## src/rtl/muldiv_pkg.sv

```systemverilog
// Shared encodings for the iterative multiply/divide unit.
package muldiv_pkg;
    typedef enum logic [1:0] {
        OP_MULT  = 2'b00,
        OP_MULTU = 2'b01,
        OP_DIV   = 2'b10,
        OP_DIVU  = 2'b11
    } op_e;

    typedef enum logic [1:0] {
        ST_IDLE = 2'b00,
        ST_RUN  = 2'b01,
        ST_FIX  = 2'b10
    } state_e;
endpackage

```

## src/rtl/muldiv_if.sv

```systemverilog
// Operand/result bundle between the register file side and muldiv_unit.
// MULDIV_DIVZERO_FLAG_EN adds the DivZero status signal.
interface muldiv_if #(parameter int WIDTH = 32);
    logic             Start;
    logic [1:0]       Op;
    logic [WIDTH-1:0] OperandA;
    logic [WIDTH-1:0] OperandB;
    logic             HiWrite;
    logic             LoWrite;
    logic [WIDTH-1:0] WriteValue;
    logic [WIDTH-1:0] Hi;
    logic [WIDTH-1:0] Lo;
    logic             Busy;
    logic             Done;
`ifdef MULDIV_DIVZERO_FLAG_EN
    logic             DivZero;

    modport master (output Start, Op, OperandA, OperandB, HiWrite, LoWrite, WriteValue,
                    input  Hi, Lo, Busy, Done, DivZero);
    modport slave  (input  Start, Op, OperandA, OperandB, HiWrite, LoWrite, WriteValue,
                    output Hi, Lo, Busy, Done, DivZero);
`else
    modport master (output Start, Op, OperandA, OperandB, HiWrite, LoWrite, WriteValue,
                    input  Hi, Lo, Busy, Done);
    modport slave  (input  Start, Op, OperandA, OperandB, HiWrite, LoWrite, WriteValue,
                    output Hi, Lo, Busy, Done);
`endif
endinterface

```

## src/rtl/muldiv_unit.sv

```systemverilog
// Iterative MULT/MULTU/DIV/DIVU with architectural HI/LO; WIDTH+1 cycles per op.
// MULDIV_DIVZERO_FLAG_EN adds a sticky DivZero flag raised with Done.
module muldiv_unit
    import muldiv_pkg::*;
#(
    parameter int WIDTH = 32
) (
    input logic     Clock,
    input logic     Reset,
    muldiv_if.slave bus
);
    localparam int CW = $clog2(WIDTH) + 1;

    state_e           state;
    logic             div_q, sa, sb, busy_q, done_q;
    logic [WIDTH-1:0] mag_a, mag_b, acc_hi, acc_lo, hi_q, lo_q;
    logic [CW-1:0]    cnt;

    // Start-time decode: magnitudes and signs (signs forced to 0 for unsigned ops)
    logic             st_signed, st_div, st_na, st_nb;
    logic [WIDTH-1:0] st_ma, st_mb;
    assign st_signed = (bus.Op == OP_MULT) || (bus.Op == OP_DIV);
    assign st_div    = (bus.Op == OP_DIV)  || (bus.Op == OP_DIVU);
    assign st_na     = st_signed & bus.OperandA[WIDTH-1];
    assign st_nb     = st_signed & bus.OperandB[WIDTH-1];
    assign st_ma     = st_na ? -bus.OperandA : bus.OperandA;
    assign st_mb     = st_nb ? -bus.OperandB : bus.OperandB;

    // Shared step datapath: add for multiply, trial subtract for divide
    logic [WIDTH:0]     add_sum, shifted, diff;
    logic [2*WIDTH-1:0] prod, prod_neg;
    assign add_sum  = {1'b0, acc_hi} + (acc_lo[0] ? {1'b0, mag_a} : '0);
    assign shifted  = {acc_hi, acc_lo[WIDTH-1]};
    assign diff     = shifted - {1'b0, mag_b};
    assign prod     = {acc_hi, acc_lo};
    assign prod_neg = -prod;

`ifdef MULDIV_DIVZERO_FLAG_EN
    logic dz_q;
    assign bus.DivZero = dz_q;
`endif

    always_ff @(posedge Clock) begin
        if (Reset) begin
            state  <= ST_IDLE;
            div_q  <= 1'b0;
            sa     <= 1'b0;
            sb     <= 1'b0;
            mag_a  <= '0;
            mag_b  <= '0;
            acc_hi <= '0;
            acc_lo <= '0;
            cnt    <= '0;
            hi_q   <= '0;
            lo_q   <= '0;
            busy_q <= 1'b0;
            done_q <= 1'b0;
`ifdef MULDIV_DIVZERO_FLAG_EN
            dz_q   <= 1'b0;
`endif
        end else begin
            done_q <= 1'b0;
            case (state)
                ST_IDLE: begin
                    if (bus.Start) begin
                        div_q  <= st_div;
                        sa     <= st_na;
                        sb     <= st_nb;
                        mag_a  <= st_ma;
                        mag_b  <= st_mb;
                        acc_hi <= '0;
                        acc_lo <= st_div ? st_ma : st_mb;
                        cnt    <= '0;
                        busy_q <= 1'b1;
                        state  <= ST_RUN;
`ifdef MULDIV_DIVZERO_FLAG_EN
                        dz_q   <= 1'b0;
`endif
                    end else begin
                        if (bus.HiWrite) hi_q <= bus.WriteValue;
                        if (bus.LoWrite) lo_q <= bus.WriteValue;
                    end
                end
                ST_RUN: begin
                    if (div_q) begin
                        // Restoring step: keep the difference only if it did not borrow
                        acc_hi <= diff[WIDTH] ? shifted[WIDTH-1:0] : diff[WIDTH-1:0];
                        acc_lo <= {acc_lo[WIDTH-2:0], ~diff[WIDTH]};
                    end else begin
                        acc_hi <= add_sum[WIDTH:1];
                        acc_lo <= {add_sum[0], acc_lo[WIDTH-1:1]};
                    end
                    cnt <= cnt + 1'b1;
                    if (cnt == CW'(WIDTH - 1)) state <= ST_FIX;
                end
                ST_FIX: begin
                    if (div_q && mag_b == '0) begin
                        hi_q <= sa ? -mag_a : mag_a;
                        lo_q <= '1;
                    end else if (div_q) begin
                        hi_q <= sa ? -acc_hi : acc_hi;
                        lo_q <= (sa ^ sb) ? -acc_lo : acc_lo;
                    end else begin
                        {hi_q, lo_q} <= (sa ^ sb) ? prod_neg : prod;
                    end
`ifdef MULDIV_DIVZERO_FLAG_EN
                    dz_q   <= div_q && (mag_b == '0);
`endif
                    done_q <= 1'b1;
                    busy_q <= 1'b0;
                    state  <= ST_IDLE;
                end
                default: state <= ST_IDLE;
            endcase
        end
    end

    assign bus.Hi   = hi_q;
    assign bus.Lo   = lo_q;
    assign bus.Busy = busy_q;
    assign bus.Done = done_q;
endmodule

```

## src/flat_wrapper.sv

```systemverilog
// flat-port wrapper written by rule: the top's interface ports become plain ports
module muldiv_unit_flat import muldiv_pkg::*;
#(
    parameter int WIDTH = 32
)
  (Clock, Reset, bus_Start, bus_Op, bus_OperandA, bus_OperandB, bus_HiWrite, bus_LoWrite, bus_WriteValue, bus_Hi, bus_Lo, bus_Busy, bus_Done);
  muldiv_if #(.WIDTH(WIDTH)) bus_i ();
  input logic Clock;
  input logic Reset;
  input wire logic [$bits(bus_i.Start)-1:0] bus_Start;
  input wire logic [$bits(bus_i.Op)-1:0] bus_Op;
  input wire logic [$bits(bus_i.OperandA)-1:0] bus_OperandA;
  input wire logic [$bits(bus_i.OperandB)-1:0] bus_OperandB;
  input wire logic [$bits(bus_i.HiWrite)-1:0] bus_HiWrite;
  input wire logic [$bits(bus_i.LoWrite)-1:0] bus_LoWrite;
  input wire logic [$bits(bus_i.WriteValue)-1:0] bus_WriteValue;
  output wire logic [$bits(bus_i.Hi)-1:0] bus_Hi;
  output wire logic [$bits(bus_i.Lo)-1:0] bus_Lo;
  output wire logic [$bits(bus_i.Busy)-1:0] bus_Busy;
  output wire logic [$bits(bus_i.Done)-1:0] bus_Done;
  assign bus_i.Start = bus_Start;
  assign bus_i.Op = bus_Op;
  assign bus_i.OperandA = bus_OperandA;
  assign bus_i.OperandB = bus_OperandB;
  assign bus_i.HiWrite = bus_HiWrite;
  assign bus_i.LoWrite = bus_LoWrite;
  assign bus_i.WriteValue = bus_WriteValue;
  assign bus_Hi = bus_i.Hi;
  assign bus_Lo = bus_i.Lo;
  assign bus_Busy = bus_i.Busy;
  assign bus_Done = bus_i.Done;
  muldiv_unit #(.WIDTH(WIDTH)) u_core (.Clock(Clock), .Reset(Reset), .bus(bus_i));
endmodule
```

## config.mk

```make
export PLATFORM = sky130hd
export DESIGN_NAME = muldiv_unit_flat
export DESIGN_NICKNAME = d
export VERILOG_FILES = /design/src/rtl/muldiv_pkg.sv /design/src/rtl/muldiv_if.sv /design/src/rtl/muldiv_unit.sv /design/src/flat_wrapper.sv
export SDC_FILE = /design/constraint.sdc
export NUM_CORES = 1
export LEC_CHECK = 0
export CORE_MARGIN = 2
export CORE_UTILIZATION = 25
export DETAILED_ROUTE_END_ITERATION = 10
export DONT_BUFFER_PORTS = 1
export PLACE_DENSITY_LB_ADDON = 0.15
export SLEW_MARGIN = 25
export SYNTH_ARGS = -nofsm -noshare
export SYNTH_HDL_FRONTEND = slang
export SYNTH_SLANG_ARGS = --single-unit
export TNS_END_PERCENT = 100
```

## constraint.sdc

```tcl
create_clock -name Clock -period 7.3 [get_ports Clock]
set_input_delay 0.365 -clock Clock [delete_from_list [all_inputs] [get_ports Clock]]
set_output_delay 0.365 -clock Clock [all_outputs]
set_load 0.01 [all_outputs]
```

Yosys cells after proc, flatten, opt, wreduce, memory -nomap -nowiden
Cells that the tools add are included.
{ "word_totals": {"regBits": 205, "latch_bits": 0, "mem_bits_rw": 0, "romBits": 0, "input_bits": 103, "output_inout_bits": 66, "elab_cells": 83, "n_memories": 0} }
{ "classes": {"n_addsub": 9, "n_mul": 0, "div": 0, "order_cmp": 0, "eq_ne": 10, "n_shift": 0, "mux": 33, "bitwise_logic": 4, "reduce_logical": 14} }
{ "op_table": {"columns": ["op", "n"], "rows": [
  ["two-way mux 32 bit", 20],
  ["one-hot mux 32 bit (2 select lines)", 4],
  ["negation 32 bit", 5],
  ["two-way mux 64 bit", 1],
  ["negation 64 bit", 1],
  ["adder 32 x 33 -> 33 bit", 1],
  ["subtractor 33 x 32 -> 33 bit", 1],
  ["zero test 32 bit", 1],
  ["one-hot mux 6 bit (2 select lines)", 1],
  ["!= test 2 bit (second input constant)", 4],
  ["AND reduction 2 bit", 4],
  ["adder 6 x 1 -> 6 bit (second input constant)", 1],
  ["equality test 2 bit (second input constant)", 3],
  ["equality test 6 x 5 -> 1 bit (second input constant)", 1],
  ["two-way mux 6 bit", 1],
  ["AND reduction 3 bit", 2],
  ["zero test 2 bit", 2],
  ["two-way mux 2 bit", 2],
  ["one-hot mux 2 bit (2 select lines)", 1],
  ["nonzero test 2 bit", 2],
  ["AND 1 bit", 2],
  ["equality test 2 x 1 -> 1 bit (second input constant)", 1],
  ["logical OR 1 bit", 2],
  ["two-way mux 1 bit", 2],
  ["5 further kinds", 5]
]} }

Depth between registers and ports, before layout
{ "depth": {"word_depth": 7, "mapped_depth": 15, "mapped_depth_nobuf": 14} }

Least setup slack after synthesis
Ideal clock, no wire load.
{ "synth_timing": {"kind": "register -> register", "from": "reg u_core.acc_lo[31]", "to": "reg u_core.acc_hi[13]", "setup_time_ns": 0.128, "arrival_time_ns": 3.177, "required_time_ns": 7.172, "setup_slack_ns": 3.996, "stages_incl_launch_ff": 14, "n_path_buf": 1, "synth_period_minus_slack_ns": 3.304, "cell_sequence": "dfxtp_1 -> inv_1 -> ha_1 -> fa_1 -> nor2b_1 -> o2111ai_1 -> nand4b_1 -> nand3_1 -> a2111oi_2 -> o31ai_2 -> xnor2_2 -> buf_2 -> mux2i_1 -> o21ai_1"} }
{ "synth_between": {"elab_chain_len": 4} }
{ "synth_lines": {"columns": ["element", "line", "source"], "rows": [
  ["start: declaration", "muldiv_unit.sv:16", "logic [WIDTH-1:0] mag_a, mag_b, acc_hi, acc_lo, hi_q, lo_q;"],
  ["start signal: assignment", "muldiv_unit.sv:72", "acc_lo <= st_div ? st_ma : st_mb;"],
  ["start signal: assignment", "muldiv_unit.sv:88", "acc_lo <= {acc_lo[WIDTH-2:0], ~diff[WIDTH]};"],
  ["start signal: assignment", "muldiv_unit.sv:91", "acc_lo <= {add_sum[0], acc_lo[WIDTH-1:1]};"],
  ["subtractor 33 x 32 -> 33 bit", "muldiv_unit.sv:34", "assign diff = shifted - {1'b0, mag_b};"],
  ["two-way mux 32 bit", "muldiv_unit.sv:87", "acc_hi <= diff[WIDTH] ? shifted[WIDTH-1:0] : diff[WIDTH-1:0];"],
  ["two-way mux 32 bit", "muldiv_unit.sv:85", "if (div_q) begin"],
  ["one-hot mux 32 bit (2 select lines)", "muldiv_unit.sv:63", "case (state)"],
  ["end signal: assignment", "muldiv_unit.sv:87", null],
  ["end signal: assignment", "muldiv_unit.sv:90", "acc_hi <= add_sum[WIDTH:1];"],
  ["end: declaration", "muldiv_unit.sv:16", null]
]} }
No other way between the ends.
A chain may end at the register's enable or synchronous reset.

Final worst setup path
{ "layout_timing": {"from": "reg u_core.acc_lo[31]", "to": "reg u_core.acc_hi[0]"} }
{ "layout_between": {"elab_chain_len": 4} }
{ "layout_lines": {"columns": ["element", "line"], "rows": [
  ["subtractor 33 x 32 -> 33 bit", "muldiv_unit.sv:34"],
  ["two-way mux 32 bit (*)", "muldiv_unit.sv:87"],
  ["two-way mux 32 bit (*)", "muldiv_unit.sv:85"],
  ["one-hot mux 32 bit (2 select lines) (*)", "muldiv_unit.sv:63"]
]} }
Every way passes the cells marked *; elsewhere a longest branch is shown, timed or not.

==> flow_summary_export.csv <==
group,metric,value,unit
pwr,leakage,6.94,nW
cts,cts_buffers,25,
place,io_buffer_count,0,
drt,avgRoutedWirePerCell,24.8,um
cts,clockRootBuffer,"sky130_fd_sc_hd__clkbuf_16",
job,maxCapViolCount,0,
place,detailed_place_hpwl,58.9,mm
sta,tns,0,ns
die,start_util,25.3,%
synthesis,synth_fa_ha_area_share,5.48,%
layout,final_nets,2336,
synthesis,count_of_flip_flops_with_a_built_in_enable_after_synthesis,0,
setup_path,cp_endpoint_kind,"flip-flop",
die,die_width,263,um
die,fp.coreArea,66000,um2
sta,slew_violations,0,
sta,layout_worst_path_cycle_share,56.0,%
synthesis,ys_dominant_reg_cell,"sky130_fd_sc_hd__dfxtp_1",
drt,post-route-drc-count,0,
drt,first_iter_violations,1512,
die,die_h,263,um
die,die_area,69000,um2
global_route,grt_antenna_before_repair,0,
sta,timing.clock.skew,0.0152,ns
hold_path,min-delay-path-class,"primary input to flip-flop",
sta,max_slew.worst_pin.slew,1.12,ns
drt,detail-route-antenna-nets,0,
place,place.gp.congestion,0.914,
layout,fillerInstances,7205,
synthesis,post_synth_and_or_nand_nor_area_fraction,21.1,%
global_route,vias_in_the_first_global_route,16300,
setup_path,cpLargestDelayFamily,"compound AO/OA/AOI/OAI gates",
synthesis,muxShareOfSynthArea,4.15,%
die,rows,94,
setup_path,critical_path_peak_fanout,19,
pwr,powerDensity,203,nW/um2
setup_path,crit_path_max_incr_delay,0.47,ns
setup_path,crit_chain,"inv_1, ha_1, fa_1, nor2b_1, o2111ai_1, nand4b_1, nand3_1, a2111oi_2, o31ai_2, xnor2_4, buf_4, mux2_2, o221ai_1",
cts,clkSlewWorstSetupHoldPaths,0.06,ns
sta,post-route-min-period,4.09,ns
setup_path,critPathArrivalTime,4.55,ns
drt,vias_per_cell,5.57,
layout,layout.cells.most_common_list,"240 x sky130_fd_sc_hd__nor2_1, 215 x sky130_fd_sc_hd__a21oi_1, 203 x sky130_fd_sc_hd__dfxtp_1",
global_route,grt_pass1_wl,111,mm
synthesis,ys_types,81,
sta,setup_viol,0,
sta,postLayoutSetupSlackWorst,3.21,ns
place,detailedPlace.worstSlack,3.30,ns
synthesis,yosysTopAreaCell,"sky130_fd_sc_hd__dfxtp_1",
drt,via_count,17000,
drt,postRouteWirelength,75.4,mm
setup_path,cp_slowest_cell,"sky130_fd_sc_hd__a2111oi_2",
setup_path,worst-setup-path-type,"flip-flop to flip-flop",
layout,final_layout_size_suffix_gt1_share,5.18,%
cts,clockBufferDepth,3,
synthesis,async_reset_ff_share,0,%
synthesis,synth_compound_area_share,29.0,%
global_route,globalRouteTotalUtil,21.1,%
die,top_level_ports,169,
sta,fmaxAchievable,0.245,GHz
layout,layout_commonest_cell,"sky130_fd_sc_hd__nor2_1",
run_status,status,"finished clean",
cts,postCtsSetupBuffers,0,
synthesis,synth-xor-area-share,10.6,%
sta,grt_setup_unrepaired,"no",
cts,h_tree_depth,1,
cts,clock_insertion_delay_worst_skew,0.56,ns
synthesis,yosys_register_bits,205,
drt,detail_route.first_pass.iterations,5,
layout,layout_overhead_on_the_synthesized_area,10.4,%
sta,hold_slack,0.0265,ns
synthesis,post_synth_instance_area,16700,um2
synthesis,ys_seq_area_share,24.5,%
synthesis,syn_nets,2429,
setup_path,crit_buf_inv,2,
cts,tritoncts,"done",
setup_path,crit_path_start_kind,"flip-flop",
pwr,ir_worst_vdd,0.140,mV
sta,finalHoldViolCount,0,
sta,headroom_to_the_max_slew_limit,25.2,%
synthesis,largest_family_of_logic_cells_by_synthesized_area,"compound AO/OA/AOI/OAI gates",
synthesis,synth-warning-count,0,
setup_path,endpoint_required_time_on_the_critical_path,7.76,ns
synthesis,synth_top_cell_area_share,24.5,%
synthesis,synthCells,2254,
synthesis,synth_area_per_cell,7.42,um2
cts,numClockSinks,205,
global_route,grt.overflow.total,0,
synthesis,synthTopCellsByArea,"sky130_fd_sc_hd__dfxtp_1 25%, sky130_fd_sc_hd__a21oi_1 6.4%, sky130_fd_sc_hd__xor2_1 5.9%, sky130_fd_sc_hd__nor2_1 5.4%, sky130_fd_sc_hd__ha_1 5.2%",
global_route,pin_count_of_the_biggest_net_entering_global_routing,156,
==> layer usage <==
metal,GRT usage [%],wire length (um),up-vias
met5,0,0,-
met2,36.2,35800,524
li1,-,-,8096
met1,27.1,32800,8242
met4,6.74,2400,0
met3,2.98,4380,102
==> final cells by class <==
| class | count | area (um2) | area share [%] |
|---|---|---|---|
| clock buffers | 34 | 761 | 4.12 |
| well taps | 864 | 1080 | 5.85 |
| inverters | 74 | 278 | 1.50 |
| clock inverters | 12 | 143 | 0.772 |
| multi-input cells | 1824 | 11800 | 64.0 |
| flip-flops and latches | 205 | 4110 | 22.3 |
| diodes | 1 | 2.50 | 0.0136 |
| repair buffers | 31 | 265 | 1.44 |
==> registers in the layout, summed over array words and instances (netlist names) <==
| register | flops |
|---|---|
| u_core.bus.Busy | 1 |
| u_core.acc_hi | 32 |
| u_core.bus.Hi | 32 |
| u_core.bus.Lo | 32 |
| u_core.mag_b | 32 |
| u_core.sa | 1 |
| u_core.div_q | 1 |
| u_core.bus.Done | 1 |
| u_core.cnt | 6 |
| u_core.acc_lo | 32 |
| u_core.state | 2 |
| u_core.mag_a | 32 |
| u_core.sb | 1 |
==> synthesized netlist by cell type, drive strengths merged (5+ instances only) <==
master,count
nor2,242
a21oi,216
dfxtp,205
nand2,162
o21ai,156
clkbuf,129
xor2,112
a211oi,110
xnor2,90
inv,74
nor3,73
ha,70
mux2i,66
and2,46
a22oi,45
nand3,38
nor4,31
o31ai,30
a21o,29
a31oi,29
or4,25
buf,22
nand2b,20
or3,20
a221oi,17
o211ai,16
and3,14
nand4,14
o41ai,14
nor2b,13
o21a,13
a311oi,11
o22ai,10
o221ai,8
or2,8
o21bai,7
nand3b,6
a2111oi,5
a221o,5
and4,5
==> where the power goes <==
part	internal [W]	switching (W)
Combinational	0.000367	0.000649
Clock	0.000835	0.000549
Sequential	0.00120	0.000156
Total	0.00240	0.00135
==> worst paths after layout <==
kind | start | depth (start not counted) | end | slack (ns)
worst max-delay path | u_core.acc_lo[31] | 13 | u_core.acc_hi[0] | 3.21
worst min register to register | u_core.mag_b[20] | 2 | u_core.mag_b[20] | 0.48
worst max register to register | u_core.acc_lo[31] | 13 | u_core.acc_hi[0] | 3.21
worst min-delay path | bus_WriteValue[29] | 2 | u_core.bus.Hi[29] | 0.03
==> worst reg2reg max path: cells and delay by family (launching register included) <==
family / cells / cell delay, ns
AO/OA/AOI/OAI: 4 / 1.07
XOR/XNOR: 1 / 0.37
adder cells (fa/ha/maj): 2 / 0.64
buffers and inverters: 2 / 0.53
flip-flops: 1 / 0.41
multiplexers: 1 / 0.40
AND/OR/NAND/NOR: 3 / 0.59
==> metrics by stage <==
step / cell area, um2 / util, % / total power [W] / instances
3_5_place_dp: 17500 / 26.5 / 0.00236 / 2992
5_1_grt: 18500 / 28.0 / 0.00392 / 3044
3_3_place_gp: 17500 / 26.5 / 0.00236 / 2992
6_report: 18500 / 28.0 / 0.00375 / 3045
2_1_floorplan: 16700 / - / 0.00203 / 2254
4_1_cts: 18500 / 28.0 / 0.00377 / 3044
==> what timing repair did <==
item | CTS | global route
resized for setup | 0 | 0
endpoints found under the hold margin | 155 | 0
hold buffers | 6 | 0
==> logic make-up (layout without fill, tap and decap cells) <==
| group | after synthesis | count (layout) |
|---|---|---|
| simple gates | 727 | 727 |
| other cells | 0 | 1 |
| buf+inv | 225 | 151 |
| xor+xnor | 202 | 202 |
| compound gates | 754 | 754 |
| mux | 69 | 69 |
| flops | 205 | 205 |
| fa+ha+maj | 72 | 72 |
(Power assumes the default switching activity.)
